File: src/rtl/dir_ctrl.sv
// Direction controller: synchronizes and debounces a pushbutton, toggles dir on
// each debounced press, and optionally auto-reverses dir every SWEEP_CYCLES clocks.
module dir_ctrl #(
    parameter int DEBOUNCE_CYCLES = 16,
    parameter int SWEEP_CYCLES    = 64
) (
    input  logic clk,
    input  logic rst,
    input  logic btn_raw,
    input  logic mode,
    output logic dir,
    output logic btn_db,
    output logic press
);

    localparam int DW = $clog2(DEBOUNCE_CYCLES + 1);
    localparam int SW = $clog2(SWEEP_CYCLES);
    localparam logic [DW-1:0] DB_LAST = DW'(DEBOUNCE_CYCLES - 1);
    localparam logic [SW-1:0] SW_LAST = SW'(SWEEP_CYCLES - 1);

    typedef enum logic [1:0] {
        STABLE_LO,
        WAIT_HI,
        STABLE_HI,
        WAIT_LO
    } db_state_t;

    db_state_t     state;
    logic          s1;
    logic          s2;
    logic [DW-1:0] db_cnt;
    logic [SW-1:0] sw_cnt;
    logic          rise;
    logic          sweep_tc;

    // Events decided this edge; both feed the dir toggle so a coincident press
    // and sweep terminal count collapse into a single toggle.
    // NOTE: combinational blocks assign every output unconditionally so no latch is inferred.
    always_comb begin
        rise     = (state == WAIT_HI) && s2 && (db_cnt == DB_LAST);
        sweep_tc = mode && (sw_cnt == SW_LAST);
    end

    // NOTE: sequential state uses non-blocking assignments so all registers update together.
    always_ff @(posedge clk) begin
        if (rst) begin
            s1     <= 1'b0;
            s2     <= 1'b0;
            state  <= STABLE_LO;
            db_cnt <= '0;
            btn_db <= 1'b0;
            press  <= 1'b0;
            sw_cnt <= '0;
            dir    <= 1'b0;
        end else begin
            s1    <= btn_raw;
            s2    <= s1;
            press <= rise;

            case (state)
                STABLE_LO: begin
                    if (s2) begin
                        state  <= WAIT_HI;
                        db_cnt <= DW'(1);
                    end else begin
                        db_cnt <= '0;
                    end
                end
                WAIT_HI: begin
                    if (!s2) begin
                        state  <= STABLE_LO;
                        db_cnt <= '0;
                    end else if (db_cnt == DB_LAST) begin
                        state  <= STABLE_HI;
                        btn_db <= 1'b1;
                        db_cnt <= '0;
                    end else begin
                        db_cnt <= db_cnt + DW'(1);
                    end
                end
                STABLE_HI: begin
                    if (!s2) begin
                        state  <= WAIT_LO;
                        db_cnt <= DW'(1);
                    end else begin
                        db_cnt <= '0;
                    end
                end
                WAIT_LO: begin
                    if (s2) begin
                        state  <= STABLE_HI;
                        db_cnt <= '0;
                    end else if (db_cnt == DB_LAST) begin
                        state  <= STABLE_LO;
                        btn_db <= 1'b0;
                        db_cnt <= '0;
                    end else begin
                        db_cnt <= db_cnt + DW'(1);
                    end
                end
                default: begin
                    state  <= STABLE_LO;
                    db_cnt <= '0;
                end
            endcase

            // A press restarts the sweep period; leaving sweep mode parks the counter at 0.
            if (!mode || rise || sweep_tc) begin
                sw_cnt <= '0;
            end else begin
                sw_cnt <= sw_cnt + SW'(1);
            end

            if (rise || sweep_tc) begin
                dir <= ~dir;
            end
        end
    end

endmodule

File: config.mk
export PLATFORM = sky130hd
export DESIGN_NAME = dir_ctrl
export DESIGN_NICKNAME = d
export VERILOG_FILES = /design/src/rtl/dir_ctrl.sv
export SDC_FILE = /design/constraint.sdc
export NUM_CORES = 1
export LEC_CHECK = 0
export CORE_MARGIN = 1
export CORE_UTILIZATION = 51
export CTS_BUF_LIST = sky130_fd_sc_hd__clkbuf_8
export DETAILED_ROUTE_END_ITERATION = 16
export PLACE_DENSITY = 0.78
export RECOVER_POWER = 25
export SYNTH_ARGS = -nofsm -noshare
export SYNTH_HDL_FRONTEND = slang
export SYNTH_SLANG_ARGS = --single-unit
File: constraint.sdc
create_clock -name clk -period 4.55 [get_ports clk]
set_input_delay 0.91 -clock clk [delete_from_list [all_inputs] [get_ports clk]]
set_output_delay 0.91 -clock clk [all_outputs]
set_load 0.02 [all_outputs]
==> results of run 1 <==
routing by layer:
metal  track usage [%]  wire, um  vias to the layer above  share of wire, %
li1                  -         -                      259                 -
met1              25.5       544                      223                50
met2              28.3       512                        8                47
met3              5.20        27                        2               2.5
met4              10.3        10                        0              0.91
met5                 0         0                        -                 0
area by class of cell:
| cell class | count | area share (%) |
|---|---|---|
| Sequential cell | 18 | 43.6 |
| Multi-Input combinational cell | 48 | 39.0 |
| Timing Repair Buffer | 6 | 7.26 |
| Clock buffer | 4 | 6.66 |
| Inverter | 3 | 1.36 |
| Tap cell | 14 | 2.12 |
flip-flops by register name, indices dropped and copies added, names as in the netlist, named ones only:
register,cells
s1,1
db_cnt,5
s2,1
btn_db,1
press,1
sw_cnt,6
state,1
dir,1
power by group through the flow:
stage | Sequential [mW] | Clock (mW) | Combinational (mW)
3_3_place_gp | 0.167 | 0 | 0.0119
4_1_cts | 0.163 | 0.130 | 0.0123
2_1_floorplan | 0.167 | 0 | 0.00594
3_5_place_dp | 0.167 | 0 | 0.0123
5_1_grt | 0.163 | 0.136 | 0.0134
6_report | 0.163 | 0.126 | 0.0121
layout by cell type (no fill, tap or decap), types with 2 or more instances in the layout:
cell             Yosys  layout
xnor2_1              4       4
xor2_1               2       2
nand3_1              5       5
clkdlybuf4s50_1      0       5
nor2b_1              4       4
dfxtp_1             18      18
o21ai_0              2       2
nor2_1               9       9
ha_1                 2       2
clkbuf_8             0       4
and3_1               2       2
nor3_1               2       2
inv_1                3       3
a21oi_1              3       3
nand2_1              3       3
through the flow:
stage,instance area (sq um),std cells
global placement,772,89
CTS,827,93
finish,827,93
floorplan,698,70
detailed placement,772,89
global route,827,93
logic make-up (layout without fill, tap and decap cells):
logic type | count (synthesis) | in the layout | synth area share, %
simple gates | 29 | 29 | 23.7
flops | 18 | 18 | 51.6
compound gates | 10 | 10 | 9.32
xor+xnor | 6 | 6 | 7.53
buf+inv | 4 | 13 | 2.15
fa+ha+maj | 2 | 2 | 3.58
mux | 1 | 1 | 2.15
worst max-delay path by stage:
| stage | slack, ps | end | cells past startpoint |
|---|---|---|---|
| floorplan | 2930 | db_cnt[0] | 4 |
| global placement | 2460 | dir | 4 |
| detailed placement | 2440 | dir | 4 |
| CTS | 2400 | btn_db | 1 |
| global route | 2380 | btn_db | 1 |
| finish | 2420 | btn_db | 1 |
==> reports/metrics.yaml, run 1 <==
cells_and_area:
  area_delta_synth_final_pct: 18.5
  final_core_util_pct: 69.7
  drive_above_1_share_pct: 8.86
  fin_nets: 86
  seqCellArea_sq_um: 360
  fill_cells: 91
  multi_input_area_sq_um: 323
  diodes: 0
critical_path:
  ff2ff_setup_slack_ps: 2920
  cp-end-kind: "output pin"
  critPathTopFamily: "buffers and inverters"
  setup.worst_path.start: "btn_db"
  required_ps: 3640
  path_buf_inv: 1
  reg2reg_from: "db_cnt[0]"
  arrival_ps: 1220
  cpMaxStageDelayCell: "clkdlybuf4s50_1"
  crit_fanout: 3
  reg2reg_to: "dir"
  slowest_delay_ps: 630
  r2r_cells: 5
  path_class: "reg -> out"
  crit_path_start_kind: "flop"
  worstPathCellList: "clkdlybuf4s50_1"
synthesis:
  yosys_register_bits: 18
  synthFlopType: "dfxtp_1"
  mappedNetlistArea_sq_um: 698
  yosysSeqAreaShare_pct: 51.6
  yosys-top-cells-area: "dfxtp_1, xnor2_1, nor2_1"
  async_flop_share_pct: 0
  syn_nets: 76
  yosysUniqueCellTypes: 24
  synth_edf_count: 0
  synth_top_area_cell: "dfxtp_1"
  yosysMostFrequentCell: "dfxtp_1"
  syn_inst: 70
  yosys-top-cells-count: "dfxtp_1, nor2_1, nand3_1, nor2b_1, xnor2_1"
  synth_top_area_share_pct: 51.6
  synth.avg_cell_area_sq_um: 9.97
  yosysWarnings: 0
min_path:
  whs_path_depth: 1
  worstHoldPathType: "reg -> reg"
  hold-path-endpoint: "s2"
  min_from: "s1"
clocking:
  clockBufferDepth: 2
  cts_tree: "yes"
  worstSkewPairLatency_ps: 250
  post_cts_buffers: 0
  htree_levels: 1
  root_buffer: "clkbuf_8"
  holdBufCountCts: 0
  clk_pin_slew_ps: 60
  cts_num_sinks: 18
  numCtsBuffers: 3
  ctsResizeCount: 0
routing:
  vias: 492
  vias_per_cell: 5.29
  drc: 0
  dr.pass1.iters: 4
  wl_per_cell_um: 11.8
  finalWirelength_um: 1100
  antenna_left: 0
  drt_iter0_markers: 6
pwr:
  design_power_total_uw: 301
  clockPowerShare_pct: 41.8
  leakage_nw: 0.295
  p_int_uw: 244
  p_comb_share_pct: 4.0
  p_per_area_nw_per_um2: 364
  seqPwrFrac_pct: 54.2
  vdd_drop_max_mv: 0.190
  p_sw_share_pct: 19.0
  power_switching_uw: 57.2
run_status:
  outcome: "complete, no violations"
sta:
  layout_setup_ws_ps: 2420
  finalHoldViolCount: 0
  worst_pin_slew_ps: 438
  slew_headroom_pct: 70.8
  fin_crit_sh_pct: 46.8
  tns_ps: 0
  timing.fmax_mhz: 469
  clock_skew_ps: 3.26
  finalMaxSlewViolations: 0
  fin_crit_ps: 2130
  timing.hold.ws_ps: 457
  setup_violations: 0
  rsz0062_at_grt: "false"
die:
  core_sq_um: 1190
  die_w_um: 39
  start_util_pct: 58.9
  io_pins: 7
  num_rows: 12
  die_area_sq_um: 1520
  die_h_um: 39
place:
  dp_hpwl_um: 821
  place_ws_ps: 2440
  io_buffers: 6
  gp_congestion: 0.688
grt:
  grt_overflow: 0
  grt_pass1_wl_um: 1950
  grt_usage_pct: 19.4
  grt_antenna_before_repair: 0
  grt_pass1_vias: 460
  grt_max_degree: 11
job:
  cap_violations: 0
Power figures use the tool's default switching activity.
==> run 2: changes to the inputs <==
clock period = 2.2 ns   (was 4.55 ns; I/O delays follow)
==> reports/metrics.yaml, run 2 (synthesis results as in run 1) <==
run_status:
  outcome: "complete, no violations"
clocking:
  holdBufCountCts: 0  # unchanged
  worstSkewPairLatency_ps: 250  # about the same
  clockBufferDepth: 2  # unchanged
  htree_levels: 1  # unchanged
  ctsResizeCount: 0  # unchanged
  cts_num_sinks: 18  # unchanged
  post_cts_buffers: 0  # unchanged
  cts_tree: "yes"
  root_buffer: "clkbuf_8"
  numCtsBuffers: 3  # unchanged
  clk_pin_slew_ps: 70  # about the same
cells_and_area:
  diodes: 0  # unchanged
  area_delta_synth_final_pct: 15.6
  top_regs: "sw_cnt: 6 flops, db_cnt: 5 flops"
  multi_input_area_sq_um: 303  # -6.2%
  fin_nets: 86  # unchanged
  fill_cells: 94  # +3.3%
  drive_above_1_share_pct: 6.33  # -2.5 points
  largest_register_ffs: 6  # unchanged
  seqCellArea_sq_um: 360  # unchanged
  layout.cells.non_filler: 93  # unchanged
  layout_common_cells: "dfxtp_1, nor2_1, nand3_1, clkdlybuf4s50_1"
  design_area_sq_um: 807  # -2.4%
  layout_commonest_cell: "dfxtp_1"
  largest_register: "sw_cnt"
job:
  cap_violations: 0  # unchanged
routing:
  dr.pass1.iters: 4  # unchanged
  vias_per_cell: 5.32  # +0.61%
  vias: 495  # +0.61%
  antenna_left: 0  # unchanged
  finalWirelength_um: 1100  # +0.18%
  drt_iter0_markers: 8  # +2
  drc: 0  # unchanged
  wl_per_cell_um: 11.8  # +0.18%
sta:
  clock_skew_ps: 3.08  # -0.182 ps
  fin_crit_ps: 1740
  timing.fmax_mhz: 574
  worst_pin_slew_ps: 433  # -4.51 ps
  setup_violations: 0  # unchanged
  fin_crit_sh_pct: 79.2
  tns_ps: 0  # unchanged
  rsz0062_at_grt: "false"
  layout_setup_ws_ps: 458  # -1960 ps
  finalHoldViolCount: 0  # unchanged
  slew_headroom_pct: 71.1  # +0.30 points
  finalMaxSlewViolations: 0  # unchanged
critical_path:
  slowest_delay_ps: 390  # -240 ps
  reg2reg_from: "db_cnt[0]"
  ff2ff_setup_slack_ps: 460  # -2460 ps
  crit_path_start_kind: "flop"
  reg2reg_to: "dir"
  r2r_cells: 5  # unchanged
  path_class: "reg -> reg"
  cpMaxStageDelayCell: "dfxtp_1"
  worstPathCellList: "ha_1 > and3_1 > nand4_1 > o22a_1 > mux2_4"
  crit_fanout: 5  # +2
  required_ps: 2340  # -1300 ps
  arrival_ps: 1880  # +660 ps
  cp-end-kind: "flop"
min_path:
  min_from: "s1"
  worstHoldPathType: "reg -> reg"
  whs_path_depth: 1  # unchanged
  hold-path-endpoint: "s2"
pwr:
  leakage_nw: 0.297  # +0.66%
  p_sw_share_pct: 19.0  # -0.043 points
  seqPwrFrac_pct: 54.2  # about the same
  power_switching_uw: 118  # +110%
  p_int_uw: 504  # +110%
  vdd_drop_max_mv: 0.393  # +110%
  p_comb_share_pct: 4.0  # about the same
  p_per_area_nw_per_um2: 771  # +110%
  clockPowerShare_pct: 41.8  # about the same
place:
  place_inst: 89  # unchanged
  gp_congestion: 0.688  # unchanged
  place_ws_ps: 558  # -1880 ps
  dp_hpwl_um: 821  # unchanged
  io_buffers: 6  # unchanged
  placed_area_sq_um: 772  # unchanged
die:
  num_rows: 12  # unchanged
  die_h_um: 39  # unchanged
  die_area_sq_um: 1520  # unchanged
  die_w_um: 39  # unchanged
  core_sq_um: 1190  # unchanged
  io_pins: 7  # unchanged
  start_util_pct: 58.9  # unchanged
grt:
  grt_max_degree: 11  # unchanged
  grt_pass1_vias: 460  # unchanged
  grt_overflow: 0  # unchanged
  grt_pass1_wl_um: 1950  # unchanged
  grt_usage_pct: 19.4  # unchanged
  grt_antenna_before_repair: 0  # unchanged
-- run 2: cell count changes in the layout (fill, tap and decap cells not counted) --
| cell | delta |
|---|---|
| and3_4 | -1 |
| and3_1 | +1 |
| nand4_1 | +1 |
| nand4_4 | -1 |
-- run 2: worst max-delay path by stage --
stage / startpoint / cells after the start / endpoint / slack [ps]
6_report: db_cnt[0] / 5 / dir / 460
5_1_grt: db_cnt[0] / 5 / sw_cnt[2] / 340
4_1_cts: btn_db / 1 / btn_db / 520
3_5_place_dp: mode / 4 / dir / 560
3_3_place_gp: mode / 4 / dir / 580
2_1_floorplan: db_cnt[0] / 5 / dir / 700
-- run 2: critical path, delay by kind of cell, from the launching register on --
family,cells,cell delay [ps]
and+or+nand+nor,2,440
muxes,1,300
DFF,1,390
adders and majority gates,1,230
AOI/OAI and AO/OA,1,280
-- run 2: final cells by class --
type / count / area share (%)
inverters: 3 / 1.40
flip-flops and latches: 18 / 44.7
multi-input cells: 48 / 37.5
well taps: 14 / 2.17
clock buffers: 4 / 6.82
repair buffers: 6 / 7.44
-- run 2: power by group through the flow --
stage	combinational (mW)	clock [mW]	sequential (mW)
finish	0.0249	0.260	0.337
floorplan	0.0123	0	0.346
detailed placement	0.0253	0	0.345
global placement	0.0247	0	0.344
global route	0.0277	0.281	0.337
CTS	0.0255	0.269	0.337
-- run 2: through the flow --
step	total power, mW	utilization (%)	hold slack, ps
finish	0.622	68.0	457
global route	0.646	68.0	476
CTS	0.632	69.7	461
detailed placement	0.370	65.1	448
global placement	0.369	65.1	450
floorplan	0.358	-	414
-- run 2: routing by layer --
metal,vias up,wire length (um),global-route usage (%)
met2,10,520,28.3
li1,260,-,-
met4,0,10,10.3
met3,2,37,5.20
met5,-,0,0
met1,223,528,25.5
